$ cat src/rtl/led_pkg.sv
// Shared types for the LED matrix scanner: frame storage layout and scan FSM states.
package led_pkg;

  localparam int NUM_ROWS = 16;

  typedef logic [NUM_ROWS-1:0][15:0] frame_t;

  typedef enum logic [1:0] {
    IDLE,
    LOAD,
    SCAN,
    BLANK
  } scan_state_t;

endpackage

$ cat src/rtl/led_matrix_scanner_row_timer.sv
// Row dwell timer: 16-bit counter that loads zero on clear and raises tc when it reaches term.
module row_timer (
  input  logic        Clock,
  input  logic        RST,
  input  logic        clear,
  input  logic        en,
  input  logic [15:0] term,
  output logic        tc
);

  logic [15:0] count;

  // Holds at the terminal value so tc cannot be overrun if the owner is late to clear it.
  always_ff @(posedge Clock) begin
    if (RST) begin
      count <= '0;
    end else if (clear) begin
      count <= '0;
    end else if (en && !tc) begin
      count <= count + 16'd1;
    end
  end

  assign tc = (count == term);

endmodule

$ cat src/rtl/led_matrix_scanner.sv
// Double-buffered 16x16 red/green LED matrix row scanner.
// Define LED_GHOST_BLANK_EN to insert BLANK_CYCLES all-off cycles after every lit row.
module led_matrix_scanner
  import led_pkg::*;
#(
  parameter int DWELL_CYCLES = 3125,
  parameter int BLANK_CYCLES = 64
) (
  input  logic        Clock,
  input  logic        RST,
  input  logic        enable,
  input  frame_t      red_frame,
  input  frame_t      green_frame,
  output logic [15:0] row_sel_n,
  output logic [15:0] red_col,
  output logic [15:0] green_col,
  output logic        frame_tick
);

  scan_state_t state;
  logic [3:0]  row;
  logic [3:0]  next_row;
  frame_t      shadow_red;
  frame_t      shadow_green;
  logic        row_done;
  logic        timer_clear;
  logic        timer_en;
  logic [15:0] timer_term;

  assign next_row    = row + 4'd1;
  assign timer_en    = (state == SCAN) || (state == BLANK);
  assign timer_clear = !timer_en || row_done;
  assign timer_term  = (state == BLANK) ? 16'(BLANK_CYCLES - 1) : 16'(DWELL_CYCLES - 1);

  row_timer u_row_timer (
    .Clock (Clock),
    .RST   (RST),
    .clear (timer_clear),
    .en    (timer_en),
    .term  (timer_term),
    .tc    (row_done)
  );

  // Row 0 is driven straight from the inputs at LOAD because the shadow copy lands on the same edge.
  always_ff @(posedge Clock) begin
    if (RST) begin
      state        <= IDLE;
      row          <= '0;
      shadow_red   <= '0;
      shadow_green <= '0;
      row_sel_n    <= 16'hFFFF;
      red_col      <= '0;
      green_col    <= '0;
      frame_tick   <= 1'b0;
    end else begin
      frame_tick <= 1'b0;
      case (state)
        IDLE: begin
          row_sel_n <= 16'hFFFF;
          red_col   <= '0;
          green_col <= '0;
          if (enable) state <= LOAD;
        end
        LOAD: begin
          shadow_red   <= red_frame;
          shadow_green <= green_frame;
          frame_tick   <= 1'b1;
          row          <= '0;
          state        <= SCAN;
          row_sel_n    <= ~16'h0001;
          red_col      <= red_frame[0];
          green_col    <= green_frame[0];
        end
        SCAN: begin
          if (row_done) begin
            if (!enable) begin
              state     <= IDLE;
              row_sel_n <= 16'hFFFF;
              red_col   <= '0;
              green_col <= '0;
`ifdef LED_GHOST_BLANK_EN
            end else begin
              state     <= BLANK;
              row_sel_n <= 16'hFFFF;
              red_col   <= '0;
              green_col <= '0;
            end
`else
            end else if (row != 4'(NUM_ROWS - 1)) begin
              row       <= next_row;
              row_sel_n <= ~(16'h0001 << next_row);
              red_col   <= shadow_red[next_row];
              green_col <= shadow_green[next_row];
            end else begin
              state     <= LOAD;
              row_sel_n <= 16'hFFFF;
              red_col   <= '0;
              green_col <= '0;
            end
`endif
          end
        end
`ifdef LED_GHOST_BLANK_EN
        BLANK: begin
          if (row_done) begin
            if (row != 4'(NUM_ROWS - 1)) begin
              state     <= SCAN;
              row       <= next_row;
              row_sel_n <= ~(16'h0001 << next_row);
              red_col   <= shadow_red[next_row];
              green_col <= shadow_green[next_row];
            end else begin
              state <= LOAD;
            end
          end
        end
`endif
        default: begin
          state     <= IDLE;
          row_sel_n <= 16'hFFFF;
          red_col   <= '0;
          green_col <= '0;
        end
      endcase
    end
  end

endmodule
$ cat config.mk
export PLATFORM = sky130hd
export DESIGN_NAME = led_matrix_scanner
export DESIGN_NICKNAME = d
export VERILOG_FILES = /design/src/rtl/led_pkg.sv /design/src/rtl/led_matrix_scanner_row_timer.sv /design/src/rtl/led_matrix_scanner.sv
export SDC_FILE = /design/constraint.sdc
export NUM_CORES = 1
export LEC_CHECK = 0
export BUFFER_PORTS_ARGS = -buffer_cell sky130_fd_sc_hd__buf_2
export CAP_MARGIN = 20
export CORE_AREA = 2 2 221 223
export CTS_CLUSTER_DIAMETER = 120
export DETAILED_ROUTE_END_ITERATION = 6
export DIE_AREA = 0 0 223 225
export HOLD_SLACK_MARGIN = 0.02
export PLACE_DENSITY = 0.89
export SYNTH_ARGS = -nofsm -noshare
export SYNTH_HDL_FRONTEND = slang
export SYNTH_SLANG_ARGS = --single-unit
$ cat constraint.sdc
create_clock -name Clock -period 6.7 [get_ports Clock]
set_clock_uncertainty 0.05 [all_clocks]
set_input_delay 0.67 -clock Clock [delete_from_list [all_inputs] [get_ports Clock]]
set_output_delay 0.67 -clock Clock [all_outputs]
set_load 0.05 [all_outputs]
# Word-level counts from Yosys, hierarchy flattened
# Cells that the tools add are included.
# word_totals
ff_bits	583
elab_cells	91
output_inout_bits	49
in_bits	515
# classes
n_reduce_logical	10
bitwise	1
muxes	27
n_lt_le_gt_ge	1
n_shift	1
n_eq_ne	10
add_sub_neg	2
# op_table
operator	n
2-to-1 mux 16 bit	11
binary-select mux 16 bit (select 4 bit)	2
one-hot mux 16 bit (2 select lines)	3
adder 16 x 1 -> 16 bit (second input constant)	1
equality test 16 x 12 -> 1 bit	1
inverter 16 bit	1
left shift 1 x 4 -> 16 bit (first input constant)	1
2-to-1 mux 12 bit	1
2-to-1 mux 4 bit	3
2-to-1 mux 2 bit	4
one-hot mux 4 bit (2 select lines)	1
!= test 2 bit (second input constant)	3
one-hot mux 2 bit (3 select lines)	1
< comparator 4 x 5 -> 1 bit (second input constant)	1
adder 4 x 1 -> 4 bit (second input constant)	1
equality test 2 bit (second input constant)	2
!= test 4 bit (second input constant)	1
AND reduction 4 bit	1
!= test 3 bit (second input constant)	1
AND reduction 3 bit	1
equality test 2 x 1 -> 1 bit (second input constant)	1
zero test 1 bit	2
zero test 2 bit	1
logical OR 1 bit	2
other kinds (5)	5

# Logic depth before layout (Yosys ltp)
# logic_depth
word_depth	7
ltp_mapped	13
depth_no_buf	7

# By module
# From an unflattened synthesis, not the netlist that was laid out.
# unflattened
cells_unflattened	2326
hier_area_um2	25360.6
# by_module_without_submodules
mod	area_per_inst_um2	instances	seq_area_each_um2	cells_per_inst
led_matrix_scanner	24307.1	1	11350.9	2207
row_timer	1053.5	1	320.3	119

# Worst setup path after synthesis
# No wires, ideal clock.
# synth_timing
path_kind	flip-flop to flip-flop
from	register row[0]
to	register red_col[10]
path_slack_ns	3.058
required_time_ns	6.528
setup_time_ns	0.122
path_stages_with_launch	14
synth_period_minus_slack_ns	3.642
arrival_ns	3.470
cell_sequence	dfxtp_1 > clkbuf_1 > buf_2 > buf_2 > buf_2 > inv_1 > ha_1 > clkbuf_1 > clkbuf_1 > buf_1 > mux4_2 > nand2_1 > nand2_1 > a221o_1
# synth_between
elab_chain_len	7
word_cells_on_any_way	8
# synth_lines
item	line	rtl
from (decl)	led_matrix_scanner.sv:21	logic [3:0] row;
from (signal assigned)	led_matrix_scanner.sv:90	row <= next_row;
adder 4 x 1 -> 4 bit	led_matrix_scanner.sv:30	assign next_row = row + 4'd1;
binary-select mux 16 bit (select 4 bit)	led_matrix_scanner.sv:92	red_col <= shadow_red[next_row];
2-to-1 mux 16 bit (not written as such)	led_matrix_scanner.sv:92	
2-to-1 mux 16 bit *	led_matrix_scanner.sv:89	end else if (row != 4'(NUM_ROWS - 1)) begin
2-to-1 mux 16 bit *	led_matrix_scanner.sv:76	if (!enable) begin
2-to-1 mux 16 bit *	led_matrix_scanner.sv:75	if (row_done) begin
one-hot mux 16 bit (2 select lines) *	led_matrix_scanner.sv:57	case (state)
to (signal assigned)	led_matrix_scanner.sv:71	red_col <= red_frame[0];
to (signal assigned)	led_matrix_scanner.sv:92	
to (decl)	led_matrix_scanner.sv:15	output logic [15:0] red_col,
# Mark *: on every way between the ends. The rest lies on a longest branch, timed or not. The select of a mux whose other input is x is not followed.
# A chain may end at the register's enable or synchronous reset.

# Final worst setup path
# layout_timing
from	register row[0]
to	register red_col[1]
# Same word-level chain as after synthesis.

==> out/metrics.yaml <==
logic_synthesis:
  ys_seq_area_frac: 0.4698
  ys_ff_latch: 583
  synth_edf_count: 0
  yosys-top-cells-area: "dfxtp_1 (47%), mux2i_1 (19%), mux4_2 (12%)"
  syn_avg_cell_area_sq_um: 10.59
  synth_flop_cell: "dfxtp_1"
  syn-num-nets: 2871
  async_reset_ff_frac: 0
  netlist_area_sq_um: 24850
  synth_warnings: 0
  yosysUniqueCellTypes: 47
  synthCells: 2346
  yosys.area.top_type_share: 0.4698
  synth_area_leader_cell: "dfxtp_1"
critical_path:
  cp_slowest_cell: "ha_4"
  cp_num_buf_inv: 2
  cp_data_arrival_time_ns: 4.07
  crit_required_ns: 7.14
  startpoint_type: "flip-flop"
  cp_cell_sequence: "inv_1 > ha_4 > buf_12 > mux4_2 > mux2_2 > nand3_1 > a21oi_1 > a221o_1"
  crit_fanout: 68
  end_kind: "flip-flop"
  path_class: "reg2reg"
  crit_family: "adder cells"
  max_stage_delay_ns: 0.92
grt:
  grt_overflow: 0
  grt_max_degree: 250
  grt_pass1_wl_um: 117700
  grt_pass1_vias: 20290
  track_usage: 0.3061
  grt_antenna_before_repair: 28
pwr:
  powerDensity_nw_per_um2: 383.8
  power.share.sequential: 0.414
  power_switching_uw: 3709
  p_clk_frac: 0.293
  p_int_uw: 7834
  swShare: 0.3213
  irDropWorstVdd_uv: 371.3
  leakage_uw: 0.01229
  share_comb_of_total_power: 0.293
  report.power.total_uw: 11540
clock_tree:
  htree_levels: 2
  cts_buffer_depth: 3
  cts_num_sinks: 583
  cts_tree: "done"
  numCtsBuffers: 58
  postCtsSetupBuffers: 0
  ctsResizeCount: 0
  cts_root_buf: "clkbuf_16"
  hold_buffers: 0
  path_clk_slew_ns: 0.06
  clk_latency_ns: 0.61
finish:
  final_cell_mix: "dfxtp_1 (582), buf_2 (562), nor2_1 (511)"
  nets: 3337
  fin_cells: 3492
  multi_input_area_sq_um: 12490
  synthToLayoutAreaGrowth_pct: 21.04
  n_fill_cell: 3567
  ff_latch_area_sq_um: 11670
  mostFrequentLayoutCell: "dfxtp_1"
  drive_above_1_share: 0.2986
floorplan:
  rows: 80
  dieArea_sq_um: 50180
  initial_core_util: 0.5226
  die_w_um: 223
  core_sq_um: 47550
  die_h_um: 225
  ios: 564
sta:
  finalCriticalPeriod_ns: 3.631
  finalHoldViolCount: 0
  setup_violations: 0
  slew_viol_final: 0
  rsz0062_at_grt: "no"
  setup_ws_ns: 3.069
  min_period_over_period: 0.5419
  slew_headroom: 0.1671
  worstMarginPinSlew_ns: 1.249
  setup_tns_ns: 0
  fmax_ghz: 0.2754
placement:
  port_buffers: 563
  post-place-ws_ns: 3.012
  dp.cells: 3365
  gpl.final_weighted_congestion: 0.9518
  hpwl_um: 57140
drt:
  avgViaCountPerCell: 5.774
  drtAntennaViolNets: 0
  wirelength_um: 79360
  wire_per_inst_um: 22.73
  drt_first_pass_iters: 6
  num_vias: 20160
  dr.first_iter.drc_count: 1765
  drc_errors: 0
worst_hold_path:
  hold_class: "in2reg"
run:
  drv_cap: 0
outcome:
  status: "finished, final reports clean"
==> kinds of logic (layout without fill, tap and decap cells) <==
| logic type | after synthesis | count (layout) | synth area share |
|---|---|---|---|
| buffers and inverters | 190 | 701 | 0.03042 |
| xor gates and xnor gates | 18 | 18 | 0.006345 |
| AOI/OAI and AO/OA | 139 | 139 | 0.03787 |
| adders and majority gates | 10 | 10 | 0.005036 |
| other | 0 | 20 | 0 |
| muxes | 642 | 642 | 0.3248 |
| and+or+nand+nor | 764 | 764 | 0.1258 |
| DFF | 583 | 583 | 0.4698 |
==> state kept, by name, summed over array words and instances, names as in the netlist <==
register	count
frame_tick	1
row	4
shadow_red	256
red_col	16
state	2
u_row_timer.count	16
green_col	16
row_sel_n	16
shadow_green	256
==> synthesized netlist by cell type (all sizes together), types with 2 or more instances <==
master and count:
dfxtp 583, nor2 512, mux2i 481, nand2 148, mux4 128, clkbuf 104
buf 78, a21oi 74, nand3 41, nand2b 35, mux2 33, a221o 32
ha 10, xor2 10, o22a 9, inv 8, xnor2 8, o21ai 6
o31ai 6, and3 4, nand3b 3, o211ai 3, o21a 3, and2 2
and3b 2, nand4 2, nor3 2, nor4bb 2, or3 2, or4 2
==> worst reg2reg max path, delay by kind of cell (launching register included) <==
kind            cells  cell delay, ns
compound gates      2            0.41
buf+inv             2            0.62
mux                 2            0.78
fa+ha+maj           1            0.92
simple gates        1            0.17
flops               1            0.57
==> final timing paths <==
check	cells past startpoint	slack (ns)	to	start
max	8	3.07	red_col[1]	row[0]
min	3	0.25	shadow_green[184]	green_frame[184]
max reg2reg	8	3.07	red_col[1]	row[0]
min reg2reg	2	0.42	shadow_red[0]	shadow_red[0]
==> through the flow <==
stage | util | instance area (sq um) | hold slack, ns
after floorplan | - | 24850 | 0.3836
after global placement | 0.5890 | 28000 | 0.4002
after detailed placement | 0.5894 | 28020 | 0.4106
after CTS | 0.6311 | 30010 | 0.2199
after global routing | 0.6321 | 30050 | 0.2374
final | 0.6325 | 30070 | 0.2458
==> final cells by class <==
cell class / instances / area share
antenna: 20 / 0.001664
clock inverter: 17 / 0.008238
sequential: 583 / 0.3882
timing repair buffer: 588 / 0.1024
clock buffer: 88 / 0.05771
tap: 615 / 0.02559
multi-input combinational: 1573 / 0.4152
inverter: 8 / 0.0009986
==> power by group through the flow <==
stage | Sequential, uW | Clock, uW | Combinational, uW
after floorplan | 4810 | 0 | 2410
after global placement | 4780 | 0 | 3210
after detailed placement | 4810 | 0 | 3330
after CTS | 4750 | 3410 | 3370
after global routing | 4830 | 3540 | 3640
final | 4770 | 3380 | 3390
==> per-layer routing <==
metal | GRT usage | wire length, um | vias up
met4 | 0.2098 | 5861 | 16
met1 | 0.3493 | 29120 | 9694
met2 | 0.5202 | 38390 | 1016
met3 | 0.06141 | 5874 | 268
li1 | - | - | 9170
met5 | 0 | 115 | -
No activity file was read; power rests on OpenSTA's default activity.
